==> config.mk <==
export PLATFORM = sky130hd
export DESIGN_NAME = reg_write_arbiter
export DESIGN_NICKNAME = d
export VERILOG_FILES = /design/src/rtl/reg_arb_pkg.sv /design/src/rtl/rr_pick2.sv /design/src/rtl/reg_write_arbiter.sv
export SDC_FILE = /design/constraint.sdc
export NUM_CORES = 1
export LEC_CHECK = 0
export ABC_AREA = 1
export BUFFER_PORTS_ARGS = -buffer_cell sky130_fd_sc_hd__buf_4
export CORE_UTILIZATION = 38
export DETAILED_ROUTE_END_ITERATION = 10
export PLACE_DENSITY = 0.75
export SLEW_MARGIN = 20
export SYNTH_ARGS = -nofsm -noshare
export SYNTH_HDL_FRONTEND = slang
export SYNTH_SLANG_ARGS = --single-unit
export TNS_END_PERCENT = 50
==> constraint.sdc <==
create_clock -name clk -period 1.35 [get_ports clk]
set_input_delay 0.135 -clock clk [delete_from_list [all_inputs] [get_ports clk]]
set_output_delay 0.135 -clock clk [all_outputs]
set_load 0.05 [all_outputs]
==> src/rtl/reg_arb_pkg.sv <==
// rtl/reg_arb_pkg.sv - shared types and defaults for the register-file write arbiter
package reg_arb_pkg;

    localparam int DATA_W_DEF = 32;
    localparam int ADDR_W_DEF = 5;
    localparam int ARB_CNT_W  = 16;

    // FSM state doubles as the owner of the current grant cycle
    typedef enum logic [1:0] {
        ST_IDLE = 2'd0,
        ST_G0   = 2'd1,
        ST_G1   = 2'd2
    } arb_state_t;

endpackage

==> src/rtl/rr_pick2.sv <==
// rtl/rr_pick2.sv - two-way round-robin pick from effective requests and last-grant pointer
module rr_pick2 (
    input  logic e0,
    input  logic e1,
    input  logic lp,
    output logic idx,
    output logic valid
);

    // On a tie the requester that did not win last time is chosen
    always_comb begin
        valid = e0 | e1;
        idx   = (e0 & e1) ? ~lp : e1;
    end

endmodule

==> src/rtl/reg_write_arbiter.sv <==
// rtl/reg_write_arbiter.sv - round-robin arbiter for the register-file write port (ARB_STATS_EN adds grant counters)
module reg_write_arbiter
    import reg_arb_pkg::*;
#(
    parameter int DATA_W    = DATA_W_DEF,
    parameter int ADDR_W    = ADDR_W_DEF,
    parameter int DROP_ZERO = 1
) (
    input  logic              clk,
    input  logic              reset,
    input  logic              req0,
    input  logic [ADDR_W-1:0] addr0,
    input  logic [DATA_W-1:0] data0,
    output logic              gnt0,
    input  logic              req1,
    input  logic [ADDR_W-1:0] addr1,
    input  logic [DATA_W-1:0] data1,
    output logic              gnt1,
`ifdef ARB_STATS_EN
    output logic [ARB_CNT_W-1:0] gnt_cnt0,
    output logic [ARB_CNT_W-1:0] gnt_cnt1,
`endif
    output logic              wr_en,
    output logic [ADDR_W-1:0] wr_addr,
    output logic [DATA_W-1:0] wr_data
);

    arb_state_t        state;
    logic              lp;
    logic              e0;
    logic              e1;
    logic              pick_idx;
    logic              pick_valid;
    logic [ADDR_W-1:0] sel_addr;
    logic [DATA_W-1:0] sel_data;
    logic              sel_drop;

    // A requester is masked during its own grant cycle so a held request is not granted twice
    always_comb begin
        e0       = req0 & (state != ST_G0);
        e1       = req1 & (state != ST_G1);
        sel_addr = pick_idx ? addr1 : addr0;
        sel_data = pick_idx ? data1 : data0;
        sel_drop = (DROP_ZERO != 0) && (sel_addr == '0);
    end

    rr_pick2 u_pick (
        .e0    (e0),
        .e1    (e1),
        .lp    (lp),
        .idx   (pick_idx),
        .valid (pick_valid)
    );

    // Grant FSM with registered grant pulses and write-port outputs; address/data hold while idle
    always_ff @(posedge clk) begin
        if (reset) begin
            state   <= ST_IDLE;
            lp      <= 1'b1;
            gnt0    <= 1'b0;
            gnt1    <= 1'b0;
            wr_en   <= 1'b0;
            wr_addr <= '0;
            wr_data <= '0;
        end else if (pick_valid) begin
            state   <= pick_idx ? ST_G1 : ST_G0;
            lp      <= pick_idx;
            gnt0    <= ~pick_idx;
            gnt1    <= pick_idx;
            wr_en   <= ~sel_drop;
            wr_addr <= sel_addr;
            wr_data <= sel_data;
        end else begin
            state   <= ST_IDLE;
            gnt0    <= 1'b0;
            gnt1    <= 1'b0;
            wr_en   <= 1'b0;
        end
    end

`ifdef ARB_STATS_EN
    // Saturating per-requester grant counters, advanced at the edge that raises the grant
    always_ff @(posedge clk) begin
        if (reset) begin
            gnt_cnt0 <= '0;
            gnt_cnt1 <= '0;
        end else if (pick_valid) begin
            if (!pick_idx && (gnt_cnt0 != '1)) begin
                gnt_cnt0 <= gnt_cnt0 + 1'b1;
            end
            if (pick_idx && (gnt_cnt1 != '1)) begin
                gnt_cnt1 <= gnt_cnt1 + 1'b1;
            end
        end
    end
`endif

endmodule

Word-level counts from Yosys, hierarchy flattened

Index checks and enable logic that the tools add are counted.

Eq/ne operators: 2
Multiplexer cells: 4
Bitwise gates (word level): 8
Reduce and logical (&&, ||, !) cells: 2

Operator list:

| kind                                           | number |
|---|---|
| 2-to-1 mux 32 bit                              | 1 |
| logical NOT 5 bit                              | 1 |
| 2-to-1 mux 5 bit                               | 1 |
| NOT 1 bit                                      | 4 |
| AND 1 bit                                      | 3 |
| 2-to-1 mux 2 bit                               | 1 |
| != test 2 x 1 -> 1 bit (second input constant) | 1 |
| != test 2 bit (second input constant)          | 1 |
| OR reduction 2 bit                             | 1 |
| 2-to-1 mux 1 bit                               | 1 |
| OR 1 bit                                       | 1 |

Flip-flop bits (word level): 43
Bits of input ports: 78
Output and inout port bits: 40
Logic and storage cells: 23

Depth between registers and ports, before layout

Gate-level depths: netlist of the first run.

Word-level depth: 7
Mapped depth: 11

Modules after synthesis

Synthesis of the first run repeated with hierarchy kept, for this count alone.

Cells, all modules: 218
Area, all modules: 1672.9 um^2

Modules (own cells, without submodules):

| module            | times used | cells each | area each (um^2) | sequential area each (um^2) |
|---|---|---|---|---|
| reg_write_arbiter | 1          | 215        | 1657.8           | 820.8 |
| rr_pick2          | 1          | 3          | 15.0             | 0.0 |

Least setup slack after synthesis of the first run

Ideal clock, no wire load.

Kind: register to register
Start point: reg state[0]
End point: reg wr_en
Setup time: 0.120 ns
Arrival: 1.574 ns
Required time: 1.230 ns
Path slack: -0.344 ns
Cell stages (with the launch flop): 11
Buffers on the path: 1
Cell sequence: dfxtp_1 inv_1 a21boi_4 nand2_2 buf_6 nand2_1 nand2_1 nor2_1 nand2_1 nand2_1 nand2_1

Word-level cells in the longest chain between the ends: 7
Elaborated cells on any way between the ends: 12
Classes of those cells: eq/ne: 2; mux: 2; bitwise: 6; reduce/logical: 2

Ends and longest elaborated chain:

| element                                                        | line                                             | source |
|---|---|---|
| start, declared                                                | reg_write_arbiter.sv:28                          | `arb_state_t state;` |
| start signal, assigned                                         | reg_write_arbiter.sv:66                          | `state <= pick_idx ? ST_G1 : ST_G0;` |
| != test 2 x 1 -> 1 bit / != test 2 bit (equally long branches) | reg_write_arbiter.sv:40, reg_write_arbiter.sv:41 |  |
| AND 1 bit, on equally long branches                            | reg_write_arbiter.sv:40, reg_write_arbiter.sv:41 |  |
| AND 1 bit                                                      | rr_pick2.sv:13                                   | `idx = (e0 & e1) ? ~lp : e1;` |
| 2-to-1 mux 1 bit                                               | rr_pick2.sv:13                                   |  |
| 2-to-1 mux 5 bit                                               | reg_write_arbiter.sv:42                          | `sel_addr = pick_idx ? addr1 : addr0;` |
| logical NOT 5 bit                                              | reg_write_arbiter.sv:44                          | `sel_drop = (DROP_ZERO != 0) && (sel_addr == '0);` |
| NOT 1 bit                                                      | reg_write_arbiter.sv:70                          | `wr_en <= ~sel_drop;` |
| end signal, assigned                                           | reg_write_arbiter.sv:70                          |  |
| end, declared                                                  | reg_write_arbiter.sv:23                          | `output logic wr_en,` |

Several ways; a longest one is shown, not always the timed one.
A chain may end at the register's enable or synchronous reset.

Final worst setup path of the first run

Start point: reg state[0]
End point: reg wr_data[25]

Word-level cells in the longest chain between the ends: 5
Elaborated cells on any way between the ends: 8
Classes of those cells: eq/ne: 2; mux: 2; bitwise: 4

Ends and longest elaborated chain:

| element                                                        | line                                             | source |
|---|---|---|
| != test 2 x 1 -> 1 bit / != test 2 bit (equally long branches) | reg_write_arbiter.sv:40, reg_write_arbiter.sv:41 |  |
| AND 1 bit, on equally long branches                            | reg_write_arbiter.sv:40, reg_write_arbiter.sv:41 |  |
| AND 1 bit                                                      | rr_pick2.sv:13                                   |  |
| 2-to-1 mux 1 bit                                               | rr_pick2.sv:13                                   |  |
| 2-to-1 mux 32 bit                                              | reg_write_arbiter.sv:43                          | `sel_data = pick_idx ? data1 : data0;` |
| end signal, assigned                                           | reg_write_arbiter.sv:72                          | `wr_data <= sel_data;` |
| end, declared                                                  | reg_write_arbiter.sv:25                          | `output logic [DATA_W-1:0] wr_data` |

Several ways; a longest one is shown, not always the timed one.

==> results of run 1 <==
==> critical path, delay by kind of cell, from the launching register on <==
kind	cells	cell delay, ns
AND/OR/NAND/NOR	2	0.19
buffers and inverters	3	0.30
flip-flops	1	0.37
AO/OA/AOI/OAI	2	0.33
==> sequential cells by signal, summed over array words and instances, names as in the netlist <==
name / cells
wr_data: 32
wr_addr: 5
gnt1: 1
lp: 1
state: 1
wr_en: 1
==> worst max-delay path by stage <==
stage,cells after the start,from,to
after CTS,7,state[0]$_SDFF_PP0_,wr_data[24]$_SDFFE_PP0N_
final,7,state[0]$_SDFF_PP0_,wr_data[25]$_SDFFE_PP0N_
after global placement,6,state[0]$_SDFF_PP0_,wr_en$_SDFF_PP0_
after detailed placement,6,state[0]$_SDFF_PP0_,wr_addr[0]$_SDFFE_PP0N_
after floorplan,10,state[0]$_SDFF_PP0_,wr_en$_SDFF_PP0_
after global routing,7,state[0]$_SDFF_PP0_,wr_data[25]$_SDFFE_PP0N_
==> layer usage <==
metal	vias up	share of wire [%]	global-route usage (%)
met5	-	0	0
met4	0	1.4	6.667
met3	7	8.2	7.550
met2	83	50	38.03
met1	955	41	25.11
li1	1050	-	-
==> where the power goes <==
part	leakage (nW)	internal, mW	switching, mW	total [mW]
clock network	0.0681	0.735	0.438	1.17
registers	0.342	1.34	0.0706	1.41
logic	1.00	0.489	0.814	1.30
total	1.41	2.56	1.32	3.89
==> cell type report <==
type                       instances  area (µm²)
multi-input combinational        170       880.8
clock buffer                       5       68.82
sequential                        41       828.3
inverter                           6       30.03
fill                             390        1499
clock inverter                     3       65.06
timing repair buffer             133        1037
tap                               52       65.06
==> per-stage QoR <==
stage	TNS (ns)	setup WS [ns]	instances	cell area, µm²	power (mW)
2_1_floorplan	-0.02974	-0.02974	233	1818	2.230
3_3_place_gp	0	0.07407	400	2780	2.699
3_5_place_dp	-0.06402	-0.03288	400	2780	2.715
4_1_cts	0	0.01902	409	2929	3.881
5_1_grt	-0.09338	-0.03176	410	2975	4.058
6_report	0	0.07094	410	2975	3.888
==> cells in the final DEF (no fill, tap or decap), types with 2 or more instances in the layout <==
| cell | n |
|---|---|
| buf_6 | 3 |
| buf_4 | 127 |
| o31ai_1 | 10 |
| nand3_2 | 2 |
| o21ai_0 | 24 |
| nor2_1 | 52 |
| nand3_1 | 37 |
| bufinv_16 | 2 |
| inv_2 | 3 |
| a31oi_1 | 4 |
| o21ai_1 | 16 |
| buf_12 | 2 |
| o31ai_2 | 5 |
| dfxtp_4 | 2 |
| nand2_4 | 3 |
| nand2_1 | 14 |
| dfxtp_1 | 39 |
| clkbuf_8 | 5 |
==> repair_timing <==
item	4_1_cts	5_1_grt
endpoints found under the hold margin	1	0
hold buffers	1	0
pin swaps	0	3
setup endpoints to repair	6	20
buffers inserted	0	1
gates resized for setup	2	10
==> kinds of logic after synthesis <==
logic type / Yosys count
AO/OA/AOI/OAI: 60
buffers and inverters: 22
flip-flops: 41
AND/OR/NAND/NOR: 110
==> metrics.md, run 1 <==
| Metric | Value |
|---|---|
| Status | finished, violations left |
| Failing checks | DRC |
| YS warnings | 0 |
| Worst reg2reg path startpoint | state[0]$_SDFF_PP0_ |
| Die Y | 71.03 µm |
| Worst-margin pin slew | 0.2146 ns |
| Initial antenna violation count | 0 |
| First-pass GRT wire length | 8.680 mm |
| Routed Antenna Nets | 0 |
| Critical path's slowest cell | dfxtp_4 |
| Synth Flop Type | dfxtp_1 |
| Max-slew violations | 0 |
| GPL Wtd Cong | 0.8546 |
| Leak pwr | 1.413 nW |
| Worst Hold Path EP | wr_addr[0]$_SDFFE_PP0N_ |
| PwrDens | 1307 nW/µm² |
| Synth Area per Inst | 7.770 µm² |
| Main combinational cell family by area after synthesis | simple AND/OR/NAND/NOR gates |
| CTS clock-pin slew for the worst setup and hold paths | 0.09 ns |
| RSZ-0062 raised after global routing | true |
| Synth area leaders | dfxtp_1 (45%), nor2_1 (11%), nand3_1 (11%) |
| Worst hold path cell count | 3 |
| Slowest cell delay on critical path | 0.37 ns |
| Mux share of post-synthesis cell area | 0% |
| Synth Net Count | 311 |
| Register area share after synthesis | 45.34% |
| Utilization after layout | 66.50% |
| Hold slack final | 0.06987 ns |
| DR WL/cell | 13.10 µm |
| Initial Util | 40.46% |
| IO buf count | 117 |
| Worst-path cell chain | inv_2 > a21boi_4 > nand2_4 > inv_4 > buf_12 > nor2_1 > o31ai_1 |
| Total gr overflow | 0 |
| Synth Area in Adders | 0% |
| CTS Buf Count | 5 |
| Ys async rst share | 0% |
| Final period util | 94.74% |
| Area growth syn-to-layout | 64.34% |
| Post-Synth XOR/XNOR Area | 0% |
| Drc violations | 8 |
| Max-cap violation count | 0 |
| Worst-Skew Late Latency | 0.30 ns |
| R2r setup slk | 0.07 ns |
| Vias post-DR | 2,095 |
| Worst R2R End | wr_data[25]$_SDFFE_PP0N_ |
| Std-Cell Core Area | 4474 µm² |
| Cell taking the most area after synthesis | dfxtp_1 |
| Gr usage total | 21.79% |
| Relative slew slack | 85.57% |
| CP Class | flip-flop to flip-flop |
| Clock Root Buffer | clkbuf_8 |
| Die width | 71.03 µm |
| Die area | 5045 µm² |
| Yosys reg bits | 41 |
| Routed WL | 5.369 mm |
| Worst Reg2Reg Path Length in Cells | 7 |
| Crit end category | flip-flop |
| Vias in the first global route | 1,998 |
| Hold Startpoint | addr1[0] |
| Ports | 118 |
| Fraction of layout instances using a drive strength above 1 | 44.69% |
| Synth top cells by count | nor2_1 (53), dfxtp_1 (41), nand3_1 (38) |
| CTS Buffer Depth | 2 |
| Vias per std cell | 5.110 |
| Antenna cells | 0 |
| Minimum clock period | 1.279 ns |
| Synth Area in Simple Gates | 26.88% |
| Peak Freq | 0.7818 GHz |
| CTS tree | done |
| Netlist Area Pre-Place | 1810 µm² |
| Critical Path Fanout Max | 25 |
| Drt initial violations | 123 |
| Final setup violation count | 0 |
| Largest net degree at the start of global routing | 26 |
| H-tree depth | 2 |
| Count leader, synth | nor2_1 |
| TritonRoute pass-1 iters | 7 |
| WP data required | 1.56 ns |
| Placement Rows | 24 |
| CP Launch Type | flip-flop |
| Yosys cell types | 22 |
| Cells after Synth | 233 |
| Synth top area share | 45.34% |
| Setup Skew | 0.01207 ns |
| CP arrival | 1.49 ns |
| Post-synth EDFFs | 0 |
| Compound-Gate Fraction of Synth Area | 20.25% |
| Max VDD drop | 0.9140 mV |
| Worst Hold Class | input pin to flip-flop |
| Endpoints failing hold | 0 |
| CTS Sinks | 41 |
| Final net count | 435 |
| DP HPWL | 4.054 mm |
Note: power is estimated with default switching activity, not from simulation.
==> run 2: changes to the inputs <==
- BUFFER_PORTS_ARGS: -buffer_cell sky130_fd_sc_hd__buf_4 -> -buffer_cell sky130_fd_sc_hd__buf_2
==> metrics.md, run 2 (synthesis results as in run 1) <==
| Metric | Value |
|---|---|
| DR WL/cell | 12.65 µm (-3.4%) |
| Biggest register | wr_data |
| Worst-Skew Late Latency | 0.28 ns (-0.02 ns) |
| Worst-margin pin slew | 0.2603 ns (+0.04574 ns) |
| Ports | 118 (unchanged) |
| Final period util | 95.01% (+0.27 points) |
| CTS Buffer Depth | 2 (unchanged) |
| Final instance area | 2659 µm² (-11%) |
| TritonRoute pass-1 iters | 8 (+1) |
| Clock Root Buffer | clkbuf_8 |
| Most common cell after layout, fill and taps aside | buf_2 |
| Total power | 3.357 mW (-14%) |
| GPL Wtd Cong | 0.8822 (+3.2%) |
| Hold slack final | 0.02910 ns (-0.04077 ns) |
| First-pass GRT wire length | 8.355 mm (-3.7%) |
| Hold Startpoint | reset |
| Sw frac | 38.23% (+4.2 points) |
| Max-slew violations | 0 (unchanged) |
| WP data required | 1.56 ns (about the same) |
| Worst Reg2Reg Path Length in Cells | 7 (unchanged) |
| Gr usage total | 20.63% (-1.2 points) |
| H-tree depth | 2 (unchanged) |
| Initial Util | 40.46% (unchanged) |
| Vias per std cell | 5.120 (+0.20%) |
| Final setup violation count | 0 (unchanged) |
| Crit end category | flip-flop |
| Area growth syn-to-layout | 46.86% |
| Die Y | 71.03 µm (unchanged) |
| Critical path's slowest cell | dfxtp_4 |
| CTS tree | done |
| Drc violations | 8 (unchanged) |
| P_sw | 1.283 mW (-3.0%) |
| Total gr overflow | 0 (unchanged) |
| Int Pwr | 2.074 mW (-19%) |
| Vias post-DR | 2,094 (-0.048%) |
| CP arrival | 1.49 ns (about the same) |
| Endpoints failing hold | 0 (unchanged) |
| CTS Hold Bufs | 0 (-1) |
| Initial antenna violation count | 0 (unchanged) |
| Worst Hold Class | input pin to flip-flop |
| Setup Skew | 0.005578 ns (-0.006494 ns) |
| IO buf count | 117 (unchanged) |
| Critical Path Fanout Max | 8 (-68%) |
| R2r setup slk | 0.07 ns (about the same) |
| Max FFs per register | 32 (unchanged) |
| Worst-path cell chain | inv_4 > a21boi_4 > nand2_4 > inv_6 > buf_4 > nor2_1 > o31ai_2 |
| Worst Hold Path EP | gnt1$_SDFF_PP0_ |
| Die width | 71.03 µm (unchanged) |
| Routed WL | 5.172 mm (-3.7%) |
| Relative slew slack | 82.76% (-2.8 points) |
| Max-cap violation count | 0 (unchanged) |
| Vias in the first global route | 1,906 (-4.6%) |
| DP Area | 2480 µm² (-11%) |
| Largest regs | wr_data x32, wr_addr x5 |
| Minimum clock period | 1.283 ns (+0.003635 ns) |
| Largest net degree at the start of global routing | 21 (-19%) |
| RSZ-0062 raised after global routing | true |
| Clock share of power | 22.7% (-7.5 points) |
| Setup_tns | 0 ns (unchanged) |
| CP Class | flip-flop to flip-flop |
| DP HPWL | 3.723 mm (-8.2%) |
| Antenna cells | 0 (unchanged) |
| Routed Antenna Nets | 0 (unchanged) |
| Combinational group share of total power | 35.4% (+1.9 points) |
| Seq pwr share | 42.0% (+5.7 points) |
| Slowest cell delay on critical path | 0.38 ns (about the same) |
| Die area | 5045 µm² (unchanged) |
| CTS Buf Count | 5 (unchanged) |
| Peak Freq | 0.7796 GHz (-0.28%) |
| CTS Sinks | 41 (unchanged) |
| CTS clock-pin slew for the worst setup and hold paths | 0.07 ns (-0.02 ns) |
| Max VDD drop | 0.6139 mV (-33%) |
| Drt initial violations | 129 (+4.9%) |
| CP Launch Type | flip-flop |
| Most frequent cells in the layout | buf_2 (117), nor2_1 (52), dfxtp_1 (39) |
| Worst reg2reg path startpoint | state[0]$_SDFF_PP0_ |
| Fraction of layout instances using a drive strength above 1 | 44.82% (+0.13 points) |
| Worst hold path cell count | 2 (-1) |
| Status | finished, violations left |
| Failing checks | DRC |
| Leak pwr | 1.310 nW (-7.3%) |
| Worst R2R End | wr_data[27]$_SDFFE_PP0N_ |
| Placement Rows | 24 (unchanged) |
| PwrDens | 1263 nW/µm² (-3.4%) |
| Std-Cell Core Area | 4474 µm² (unchanged) |
| Final net count | 434 (-0.23%) |
run 2: cell count changes in the layout (fill, tap and decap cells not counted), moves of 2 or more:
cell / change
bufinv_16: -2
o21ai_1: +3
buf_4: -119
o21ai_0: -3
buf_2: +117
clkbuf_1: +3
run 2: final cells by class:
cell class	count	area (µm²)
clock buffers	8	80.08
fillers	415	1815
inverters	6	37.54
multi-input cells	170	902.1
flip-flops and latches	41	828.3
well taps	52	65.06
repair buffers	132	745.7
run 2: timing repair:
item                       in CTS  in global routing
setup endpoints to repair      19                 30
pin swaps                       0                  4
gates resized for setup         4                 21
buffers inserted                0                  2
cloned                          0                  0
hold endpoints to repair        0                  0
run 2: power groups by stage:
| stage | registers, mW | clock network, mW | logic (mW) |
|---|---|---|---|
| final | 1.41 | 0.760 | 1.19 |
| after CTS | 1.41 | 0.781 | 1.14 |
| after global routing | 1.43 | 0.832 | 1.27 |
| after global placement | 1.43 | 0 | 1.12 |
| after detailed placement | 1.44 | 0 | 1.13 |
| after floorplan | 1.88 | 0 | 0.347 |
run 2: worst max path at each step:
stage,startpoint,to,cells past startpoint
after floorplan,state[0]$_SDFF_PP0_,wr_en$_SDFF_PP0_,10
after global placement,state[0]$_SDFF_PP0_,wr_addr[0]$_SDFFE_PP0N_,6
after detailed placement,state[0]$_SDFF_PP0_,wr_data[23]$_SDFFE_PP0N_,7
after CTS,state[0]$_SDFF_PP0_,wr_data[23]$_SDFFE_PP0N_,7
after global routing,gnt1$_SDFF_PP0_,wr_en$_SDFF_PP0_,10
final,state[0]$_SDFF_PP0_,wr_data[27]$_SDFFE_PP0N_,7
run 2: layer usage:
layer,global-route usage (%),part of all wire (%)
met1,25.42,44
met5,0,0
met3,5.128,6.7
met2,36.00,49
met4,5.333,0.46
run 2: critical path: cells and delay by family (launching register included):
kind / cells / cell delay (ns)
AO/OA/AOI/OAI: 2 / 0.34
buffers and inverters: 3 / 0.29
flip-flops: 1 / 0.38
AND/OR/NAND/NOR: 2 / 0.19
run 2: metrics by stage:
| step | cells | worst slack (ns) | utilization, % |
|---|---|---|---|
| final | 409 | 0.06731 | 59.42 |
| after global routing | 409 | -0.03359 | 59.42 |
| after CTS | 407 | 0.007554 | 57.44 |
| after detailed placement | 399 | -0.05028 | 55.43 |
| after global placement | 399 | 0.03465 | 55.43 |
| after floorplan | 233 | -0.02974 | - |
==> run 3: changes to the inputs <==
- CORE_UTILIZATION: 38 -> 45
- PLACE_DENSITY: 0.75 -> 0.84
- clock period: 1.35 -> 1.5 ns (I/O delays scaled with it)
==> metrics.md, run 3 (synthesis results as in run 1) <==
| Metric | Value |
|---|---|
| Fraction of layout instances using a drive strength above 1 | 41.64% (-3.2 points) |
| Worst-margin pin slew | 0.2649 ns (+0.004540 ns) |
| Total gr overflow | 0 (unchanged) |
| Met2 GRT Util | 42.40% (+6.4 points) |
| Max FFs per register | 32 (unchanged) |
| Multi-input logic area | 858.3 µm² (-4.9%) |
| Placement Rows | 22 (-8.3%) |
| Clock Root Buffer | clkbuf_8 |
| Drt initial violations | 132 (+2.3%) |
| Status | finished clean |
| GRT busiest layer | met2 |
| CP Launch Type | flip-flop |
| Critical path's slowest cell | dfxtp_2 |
| DP Area | 2422 µm² (-2.3%) |
| Die width | 65.43 µm (-7.9%) |
| Hold slack final | 0.02606 ns (-0.003043 ns) |
| Largest regs | wr_data x32, wr_addr x5 |
| Biggest register | wr_data |
| H-tree depth | 2 (unchanged) |
| Fill count | 362 (-13%) |
| Crit end category | flip-flop |
| Final net count | 430 (-0.92%) |
| Critical path buffers and inverters | 3 (unchanged) |
| Worst-path cell chain | inv_1 > a21boi_4 > nand2_4 > inv_2 > buf_4 > nor2_1 > o31ai_1 |
| CTS clock-pin slew for the worst setup and hold paths | 0.07 ns (about the same) |
| Std-Cell Core Area | 3771 µm² (-16%) |
| WP data required | 1.69 ns (+0.13 ns) |
| Most common cell after layout, fill and taps aside | buf_2 |
| Met1 Track Usage GR | 29.17% (+3.8 points) |
| DR WL/cell | 12.55 µm (-0.75%) |
| Critical Path Fanout Max | 10 (+2) |
| Vias post-DR | 2,079 (-0.72%) |
| PwrDens | 1167 nW/µm² (-7.6%) |
| Drc violations | 0 (-8) |
| Final Non-Filler Cells | 401 (-2.0%) |
| Final instance area | 2521 µm² (-5.2%) |
| DP HPWL | 3.725 mm (about the same) |
| CTS tree | done |
| Largest net degree at the start of global routing | 24 (+14%) |
| IO buf count | 117 (unchanged) |
| Total power | 2.941 mW (-12%) |
| Max VDD drop | 0.5440 mV (-11%) |
| TritonRoute pass-1 iters | 4 (-4) |
| Seq. cell area | 823.3 µm² (-0.60%) |
| Top delay family on crit path | compound AO/OA/AOI/OAI gates |
| GPL Wtd Cong | 0.8206 (-7.0%) |
| CP arrival | 1.58 ns (+0.09 ns) |
| Area growth syn-to-layout | 39.25% |
| CTS Sinks | 41 (unchanged) |
| Endpoints failing hold | 0 (unchanged) |
| CTS Buf Count | 5 (unchanged) |
| Worst-Skew Late Latency | 0.28 ns (about the same) |
| Dpl cells | 392 (-1.8%) |
| Initial antenna violation count | 0 (unchanged) |
| Max-slew violations | 0 (unchanged) |
| Worst Hold Class | input pin to flip-flop |
| Vias per std cell | 5.185 (+1.3%) |
| CP startpoint | state[0]$_SDFF_PP0_ |
| Hold Startpoint | reset |
| Gr usage total | 24.55% (+3.9 points) |
| Antenna cells | 0 (unchanged) |
| Routed Antenna Nets | 0 (unchanged) |
| Setup slack after layout | 0.1189 ns (+0.05161 ns) |
| Minimum clock period | 1.381 ns (+0.09839 ns) |
| Slowest cell delay on critical path | 0.35 ns (-0.03 ns) |
| GRT met3 Usage | 6.597% (+1.5 points) |
| First-pass GRT wire length | 8.031 mm (-3.9%) |
| Die area | 4281 µm² (-15%) |
| Routed WL | 5.033 mm (-2.7%) |
| Max-cap violation count | 0 (unchanged) |
| Final setup violation count | 0 (unchanged) |
| CP Class | flip-flop to flip-flop |
| Setup slack after placement | 0.09232 ns (+0.1426 ns) |
| R2r setup slk | 0.12 ns (+0.05 ns) |
| Setup Skew | 0.004103 ns (-0.001475 ns) |
| RSZ-0062 raised after global routing | true |
| Most frequent cells in the layout | buf_2 (117), nor2_1 (53), dfxtp_1 (39) |
| CTS Hold Bufs | 0 (unchanged) |
| Initial Util | 48.01% (+7.5 points) |
| Worst reg2reg path startpoint | state[0]$_SDFF_PP0_ |
| CTS Buffer Depth | 2 (unchanged) |
| Die Y | 65.43 µm (-7.9%) |
| Peak Freq | 0.7241 GHz (-7.1%) |
| Vias in the first global route | 1,827 (-4.1%) |
| Final period util | 92.07% (-2.9 points) |
| Relative slew slack | 82.46% (-0.30 points) |
| Ports | 118 (unchanged) |
| Setup_tns | 0 ns (unchanged) |
| Leak pwr | 1.265 nW (-3.4%) |
| Utilization after layout | 66.85% (+7.4 points) |
[run 3: cell count changes in the layout (fill, tap and decap cells not counted), sizes merged]
cell,previous run,this run
buf,132,128
[run 3: cell type report]
cell class                 instances  share of cell area [%]
sequential                        41                   32.66
clock buffer                       8                   3.176
tap                               48                   2.382
timing repair buffer             128                   26.65
inverter                           6                   1.092
multi-input combinational        170                   34.04
[run 3: power by group]
part           total (mW)  switching (mW)  leakage, nW  internal, mW
clock               0.672           0.342       0.0395         0.330
combinational        1.00           0.716        0.885         0.283
sequential           1.27          0.0603        0.341          1.21
total                2.94            1.12         1.27          1.82
[run 3: metal layers]
metal	part of all wire, %	vias to the layer above
li1	-	1036
met1	44	950
met2	48	87
met3	7.3	6
met4	1.3	0
met5	0	-
[run 3: path summary, 6_finish.rpt]
path | end | cells past startpoint
worst max register to register | wr_data[24]$_SDFFE_PP0N_ | 7
worst max-delay path | wr_data[24]$_SDFFE_PP0N_ | 7
worst min register to register | wr_addr[0]$_SDFFE_PP0N_ | 2
worst min-delay path | gnt1$_SDFF_PP0_ | 2
[run 3: timing repair]
action                                  CTS  global route
buffers inserted                          0             1
hold endpoints to repair                  0             0
endpoints found under the setup margin    0            13
gates resized for setup                   0             3
